<file path="config.mk">
export PLATFORM = sky130hd
export DESIGN_NAME = tick_period_meter
export DESIGN_NICKNAME = d
export VERILOG_FILES = /design/src/rtl/tick_period_meter.sv
export SDC_FILE = /design/constraint.sdc
export NUM_CORES = 1
export LEC_CHECK = 0
export ABC_AREA = 1
export CAP_MARGIN = 20
export CORE_MARGIN = 5
export CORE_UTILIZATION = 56
export CTS_BUF_LIST = sky130_fd_sc_hd__clkbuf_16
export CTS_CLUSTER_DIAMETER = 150
export DETAILED_ROUTE_END_ITERATION = 16
export PLACE_DENSITY = 0.83
export SYNTH_ARGS = -nofsm -noshare
export SYNTH_HDL_FRONTEND = slang
export SYNTH_SLANG_ARGS = --single-unit
export TNS_END_PERCENT = 10
</file>
<file path="constraint.sdc">
create_clock -name clk -period 2.2 [get_ports clk]
set_clock_uncertainty 0.1 [all_clocks]
set_input_delay 0.33 -clock clk [delete_from_list [all_inputs] [get_ports clk]]
set_output_delay 0.33 -clock clk [all_outputs]
set_load 0.1 [all_outputs]
</file>
<file path="src/rtl/tick_period_meter.sv">
// tick_period_meter: measures the spacing, in clk cycles, between successive
// rising edges of an asynchronous pulse train. Results are offered on a
// valid/ready handshake. meas_lost records any result that was overwritten
// before the consumer took it.
module tick_period_meter #(
  parameter int W     = 16,
  parameter int MIN_W = 2
) (
  input  logic         clk,
  input  logic         arst,
  input  logic         sig_in,
  input  logic         enable,
  input  logic         meas_ready,
  output logic         meas_valid,
  output logic [W-1:0] meas_period,
  output logic         meas_ovf,
  output logic         meas_lost,
  output logic         busy
);

  generate
    if (W < MIN_W) begin : g_bad_width
      $error("tick_period_meter: W=%0d is below MIN_W=%0d", W, MIN_W);
    end
  endgenerate

  typedef enum logic [1:0] {
    S_IDLE  = 2'd0,
    S_ARM   = 2'd1,
    S_COUNT = 2'd2
  } state_t;

  localparam logic [W-1:0] CNT_MAX = '1;
  localparam logic [W-1:0] CNT_ONE = {{(W-1){1'b0}}, 1'b1};

  // Input capture chain. The detected edge is registered once more so that a
  // capture lands three clk edges after the edge that first samples sig_in
  // high. The delay is the same for every edge, so the measured spacing is
  // not affected.
  logic sync1_reg;
  logic sync2_reg;
  logic hist_reg;
  logic edge_reg;
  logic rise_det;

  assign rise_det = sync2_reg & ~hist_reg;

  // Two-flop synchronizer, history flop and the registered edge pulse
  always_ff @(posedge clk or posedge arst) begin
    if (arst) begin
      sync1_reg <= 1'b0;
      sync2_reg <= 1'b0;
      hist_reg  <= 1'b0;
      edge_reg  <= 1'b0;
    end else begin
      sync1_reg <= sig_in;
      sync2_reg <= sync1_reg;
      hist_reg  <= sync2_reg;
      edge_reg  <= rise_det;
    end
  end

  state_t       state_reg;
  logic [W-1:0] cnt_reg;
  logic         sat_reg;
  logic         valid_reg;
  logic [W-1:0] period_reg;
  logic         ovf_reg;
  logic         lost_reg;
  logic         busy_reg;

  // Measurement FSM together with the result register and handshake
  always_ff @(posedge clk or posedge arst) begin
    if (arst) begin
      state_reg  <= S_IDLE;
      cnt_reg    <= '0;
      sat_reg    <= 1'b0;
      valid_reg  <= 1'b0;
      period_reg <= '0;
      ovf_reg    <= 1'b0;
      lost_reg   <= 1'b0;
      busy_reg   <= 1'b0;
    end else begin
      // An acceptance drops valid. A capture later in this block overrides it.
      if (valid_reg && meas_ready) begin
        valid_reg <= 1'b0;
      end

      case (state_reg)
        S_IDLE: begin
          if (enable) begin
            state_reg <= S_ARM;
            busy_reg  <= 1'b1;
            lost_reg  <= 1'b0;
          end
        end

        S_ARM: begin
          if (!enable) begin
            state_reg <= S_IDLE;
            busy_reg  <= 1'b0;
            cnt_reg   <= '0;
            sat_reg   <= 1'b0;
          end else if (edge_reg) begin
            // First edge only starts the count. There is no earlier edge to measure from.
            state_reg <= S_COUNT;
            cnt_reg   <= CNT_ONE;
            sat_reg   <= 1'b0;
          end
        end

        S_COUNT: begin
          if (!enable) begin
            // Leaving mid-count discards the partial period. Any pending result stays.
            state_reg <= S_IDLE;
            busy_reg  <= 1'b0;
            cnt_reg   <= '0;
            sat_reg   <= 1'b0;
          end else if (edge_reg) begin
            period_reg <= cnt_reg;
            ovf_reg    <= sat_reg;
            valid_reg  <= 1'b1;
            // Overwriting a result nobody took is a loss. A same-edge acceptance is not.
            if (valid_reg && !meas_ready) begin
              lost_reg <= 1'b1;
            end
            cnt_reg <= CNT_ONE;
            sat_reg <= 1'b0;
          end else if (cnt_reg != CNT_MAX) begin
            cnt_reg <= cnt_reg + 1'b1;
            if (cnt_reg == (CNT_MAX - 1'b1)) begin
              sat_reg <= 1'b1;
            end
          end
        end

        default: begin
          state_reg <= S_IDLE;
          busy_reg  <= 1'b0;
          cnt_reg   <= '0;
          sat_reg   <= 1'b0;
        end
      endcase
    end
  end

  assign meas_valid  = valid_reg;
  assign meas_period = period_reg;
  assign meas_ovf    = ovf_reg;
  assign meas_lost   = lost_reg;
  assign busy        = busy_reg;

endmodule
</file>
[After elaboration in Yosys (flattened, before gate mapping)]
Index checks and enable logic that the tools add are counted.
Cells by class
  eq/ne operators: 13
  $add $sub $neg: 1
  mux-type cells: 30
  reduce and logical (&&, ||, !) cells: 12
  bitwise gates (word level): 3
Operator list (count)
  $mux W16: 5
  $pmux W16 S3: 1
  $add A16 B1 Y16 const B: 1
  $eq A16 B16 Y1 const B: 1
  $mux W1: 16
  $ne A16 B16 Y1 const B: 1
  $ne A2 B2 Y1 const B: 6
  $reduce_and A3 Y1: 3
  $mux W2: 4
  $ne A4 B4 Y1 const B: 2
  $pmux W2 S3: 1
  $reduce_and A5 Y1: 1
  $pmux W1 S2: 2
  $reduce_and A4 Y1: 1
  $ne A3 B3 Y1 const B: 1
  $pmux W1 S3: 1
  $eq A2 B1 Y1 const B: 1
  $eq A2 B2 Y1 const B: 1
  $logic_and A1 B1 Y1: 2
  $logic_not A2 Y1: 1
  $not A1 Y1: 2
  $reduce_and A2 Y1: 1
  $reduce_bool A2 Y1: 1
  $reduce_or A2 Y1: 1
  other kinds (2): 2
Word-level totals
  output and inout bits: 20
  input bits: 5
  logic and storage cells: 71
  register bits after elaboration: 43

[Logic depth before layout (Yosys ltp)]
  depth in word-level cells: 6
  gate-level depth with buffers: 12
  depth with buffers taken out: 11

[Least setup slack after synthesis]
OpenSTA, ideal clock, no wires.
  path kind: reg2reg
  start: register state_reg[0]
  end: register cnt_reg[11]
  path slack: 569 ps
  path buffers: 1
  stages on the path, launching flop included: 13
  required time: 1987 ps
  library setup time: 113 ps
  data arrival time: 1418 ps
  clock period less this slack: 1631 ps
  cell sequence: dfrtp_1 -> inv_1 -> ha_1 -> nand2_1 -> nor2_2 -> inv_2 -> nor2_2 -> nand2_4 -> buf_6 -> nand3_1 -> nand2_1 -> nand2_1 -> inv_1
On the way
  cells in the longest elaborated chain, start to end: 3
  elaborated cells on any way between the ends: 8
  those cells by class: eq/ne (4); mux (1); bitwise (1); reduce/logical (2)
RTL lines
  start, declared: line 63  | state_t state_reg;
  start signal, assigned: line 75  | state_reg <= S_IDLE;
  start signal, assigned: line 92  | state_reg <= S_ARM;
  start signal, assigned: line 100  | state_reg <= S_IDLE;
  $eq A2 B2 Y1 (tied with other cells): line 89  | case (state_reg)
  $ne A4 B4 Y1 (no source line) (tied with other cells)
  $reduce_and A3 Y1 (no source line)
  end signal, assigned: line 130  | cnt_reg <= cnt_reg + 1'b1;
  end, declared: line 64  | logic [W-1:0] cnt_reg;
Several ways; a longest one is shown, not always the timed one.
A chain may end at the register's enable or synchronous reset.

[Worst setup path in the final report]
  start: register cnt_reg[1]
  end: register cnt_reg[10]
On the way
  cells in the longest elaborated chain, start to end: 5
  elaborated cells on any way between the ends: 8
  those cells by class: add/sub (1); eq/ne (2); mux (4); reduce/logical (1)
RTL lines
  $add A16 B1 Y16: line 130
  $mux W16: line 129  | end else if (cnt_reg != CNT_MAX) begin
  $mux W16: line 119  | end else if (edge_reg) begin
  $mux W16: line 113  | if (!enable) begin
  $pmux W16 S3: line 89
Several ways; a longest one is shown, not always the timed one. The select of a mux whose other input is x is not followed.

==> flow_summary.yaml <==
routing:
  drtIter0Drc: 137
  viasPerCell: 5.10
  wl_per_cell_um: 12.4
  drc: 0
  ant_nets: 0
  routed_wl_um: 4650
  dr.pass1.iters: 5
  vias: 1913
power:
  peakVddDrop_mv: 0.792
  power.total_uw: 2200
  power_per_cell_area_nw_per_um2: 814
  leakagePower_uw: 0.00138
timing:
  fin_setup_tns_ns: 0
  drv_slew: 0
  rsz0062_at_grt: "no"
  post-route-period-util_pct: 81.2
  final_hold_viol_count: 0
  worst_slack_ns: 0.415
  fmax_ghz: 0.560
  max_slew_margin_pct: 64.9
  tightestPinTransition_ns: 0.527
  fin_crit_ns: 1.79
  setup_viol: 0
cells_and_area:
  nFillCells: 336
  final_util_pct: 67.0
  area_delta_synth_final_pct: 16.0
  regArea_um2: 1080
  multi_input_area_um2: 1020
  drive_gt1_share_pct: 18.2
  nNetsFinal: 334
  final_area_um2: 2700
  diodes: 0
worst_setup_path:
  critPathSlowestCell: "dfrtp_1"
  worstPathMaxFanout: 15
  arrival_ns: 1.86
  worstPathCellList: "ha_1, nand2_2, nor2_4, nand2_4, nor2_4, nor2_4, nand2_1, nand2_1, inv_1"
  required_ns: 2.28
  slowest_delay_ns: 0.44
  startpoint_type: "flop"
  crit_path_frequent_cell: "nor2_4"
  cp-end-kind: "flop"
  crit_type: "flop to flop"
global_route:
  grt_max_degree: 44
  antenna_found_initial: 0
  grt_pass1_vias: 1843
  grt_overflow: 0
  grt_pass1_wl_um: 8260
  grt_util_all_layers_pct: 19.4
cts:
  cts_buffers: 5
  cts_resized: 0
  cts_hold_buf: 0
  cts.sinks: 43
  tritoncts: "yes"
  clk-insertion-delay-late_ns: 0.28
  clkTransAtPathRegs_ns: 0.06
  cts_setup_buffers: 0
  clk_root_buffer_cell: "clkbuf_16"
  cts.path.max_buffers: 2
  htreeDepth: 2
logic_synthesis:
  ys_async_sr_fraction_pct: 100
  synth_edf_count: 0
  ys_top_cells_by_area: "dfrtp_1 46%, nand2_1 14%, inv_1 7.4%, o21ai_0 5.4%, nor2_4 3.9%"
  yosys_most_used_dff: "dfrtp_1"
  synth_top_cell_area_share_pct: 46.2
  synthesis.area_um2: 2330
  ys_seq_area_share_pct: 46.2
  synth_top_area_cell: "dfrtp_1"
  syn_nets: 306
  ys_types: 25
  synth_cells: 296
  avgSynthCellArea_um2: 7.87
  ys_warn_count: 0
  ys_seq_elements: 43
die:
  dieHeight_um: 74.5
  row_count: 23
  initial_core_util_pct: 57.8
  die_w_um: 74.5
  fp.dieArea_um2: 5550
  num_io_pins: 25
  core_um2: 4030
placed_design:
  placed_cell_area_um2: 2560
  pre_cts_ws_ns: 0.211
  place.detailed.hpwl_um: 3300
  place_congestion: 0.906
  port_buffers: 24
job:
  cap_violations: 0
worst_hold_path:
  min_path_type: "flop to flop"
run_status:
  status: "finished, final reports clean"
-- placed cells by master, fill, tap and decap left out, types with 5 or more instances in the layout --
| master | instances |
|---|---|
| buf_4 | 24 |
| clkbuf_16 | 5 |
| dfrtp_1 | 43 |
| ha_1 | 5 |
| inv_1 | 47 |
| nand2_1 | 88 |
| nand2_2 | 5 |
| nand3_1 | 16 |
| nand3_2 | 5 |
| nand4_1 | 6 |
| nor2_1 | 19 |
| nor2_4 | 8 |
| o21ai_0 | 25 |
-- synthesized netlist by cell type, types with 2 or more instances --
library cell	number
nand2_1	88
nand3b_1	2
nand3_2	5
nand4_1	6
o21ai_2	4
buf_6	2
ha_1	5
inv_2	2
nor2_1	19
nor3_1	4
nand2_4	2
nor2_4	8
nand3_1	16
dfrtp_1	43
a21oi_1	4
o21ai_0	25
clkbuf_1	3
inv_1	46
nand2_2	5
nor2_2	2
-- critical path: cells and delay by family (launching register included) --
kind / cells / cell delay, ns
buf+inv: 1 / 0.04
fa+ha+maj: 1 / 0.25
flops: 1 / 0.44
simple gates: 7 / 0.85
-- kinds of logic (layout without fill, tap and decap cells) --
group	after synthesis	after routing	share of synthesized area, %
compound gates	34	34	8.06
fa+ha+maj	5	5	2.69
buf+inv	56	85	10.1
flops	43	43	46.2
simple gates	158	158	32.9
-- area by class of cell --
| class | instances | area share (%) |
|---|---|---|
| Multi-Input combinational cell | 197 | 37.7 |
| Sequential cell | 43 | 39.8 |
| Inverter | 49 | 6.99 |
| Clock buffer | 5 | 4.63 |
| Clock inverter | 3 | 0.417 |
| Timing Repair Buffer | 28 | 8.15 |
| Tap cell | 50 | 2.32 |
-- path summary, 6_finish.rpt --
| check | cells after the start | from | endpoint | slack (ns) |
|---|---|---|---|---|
| min in group asynchronous | 3 | arst | meas_period[4]$_DFFE_PP0P_ | 0.38 |
| worst max register to register | 9 | cnt_reg[1]$_DFFE_PP0P_ | cnt_reg[10]$_DFFE_PP0P_ | 0.41 |
| worst min-delay path | 0 | sync1_reg$_DFF_PP0_ | sync2_reg$_DFF_PP0_ | 0.26 |
| max in group asynchronous | 3 | arst | busy$_DFFE_PP0P_ | 1.26 |
| worst min register to register | 0 | sync1_reg$_DFF_PP0_ | sync2_reg$_DFF_PP0_ | 0.26 |
| worst max-delay path | 9 | cnt_reg[1]$_DFFE_PP0P_ | cnt_reg[10]$_DFFE_PP0P_ | 0.41 |
-- layer usage --
layer	track usage (%)	share of wire, %
met2	31.7	48
met1	25.5	44
met4	8.30	2.1
met3	2.97	6.3
met5	0	0
-- stage by stage --
stage	hold WS (ns)	std cells
floorplan	0.231	296
global route	0.269	375
detailed placement	0.238	367
finish	0.263	375
global placement	0.249	367
CTS	0.264	375
-- where the power goes --
| part | internal (uW) | leakage (uW) | total (uW) | switching, uW |
|---|---|---|---|---|
| Clock | 408 | 0.0000701 | 692 | 284 |
| Combinational | 172 | 0.000724 | 650 | 479 |
| Sequential | 830 | 0.000588 | 857 | 26.4 |
No activity file was read; power rests on OpenSTA's default activity.
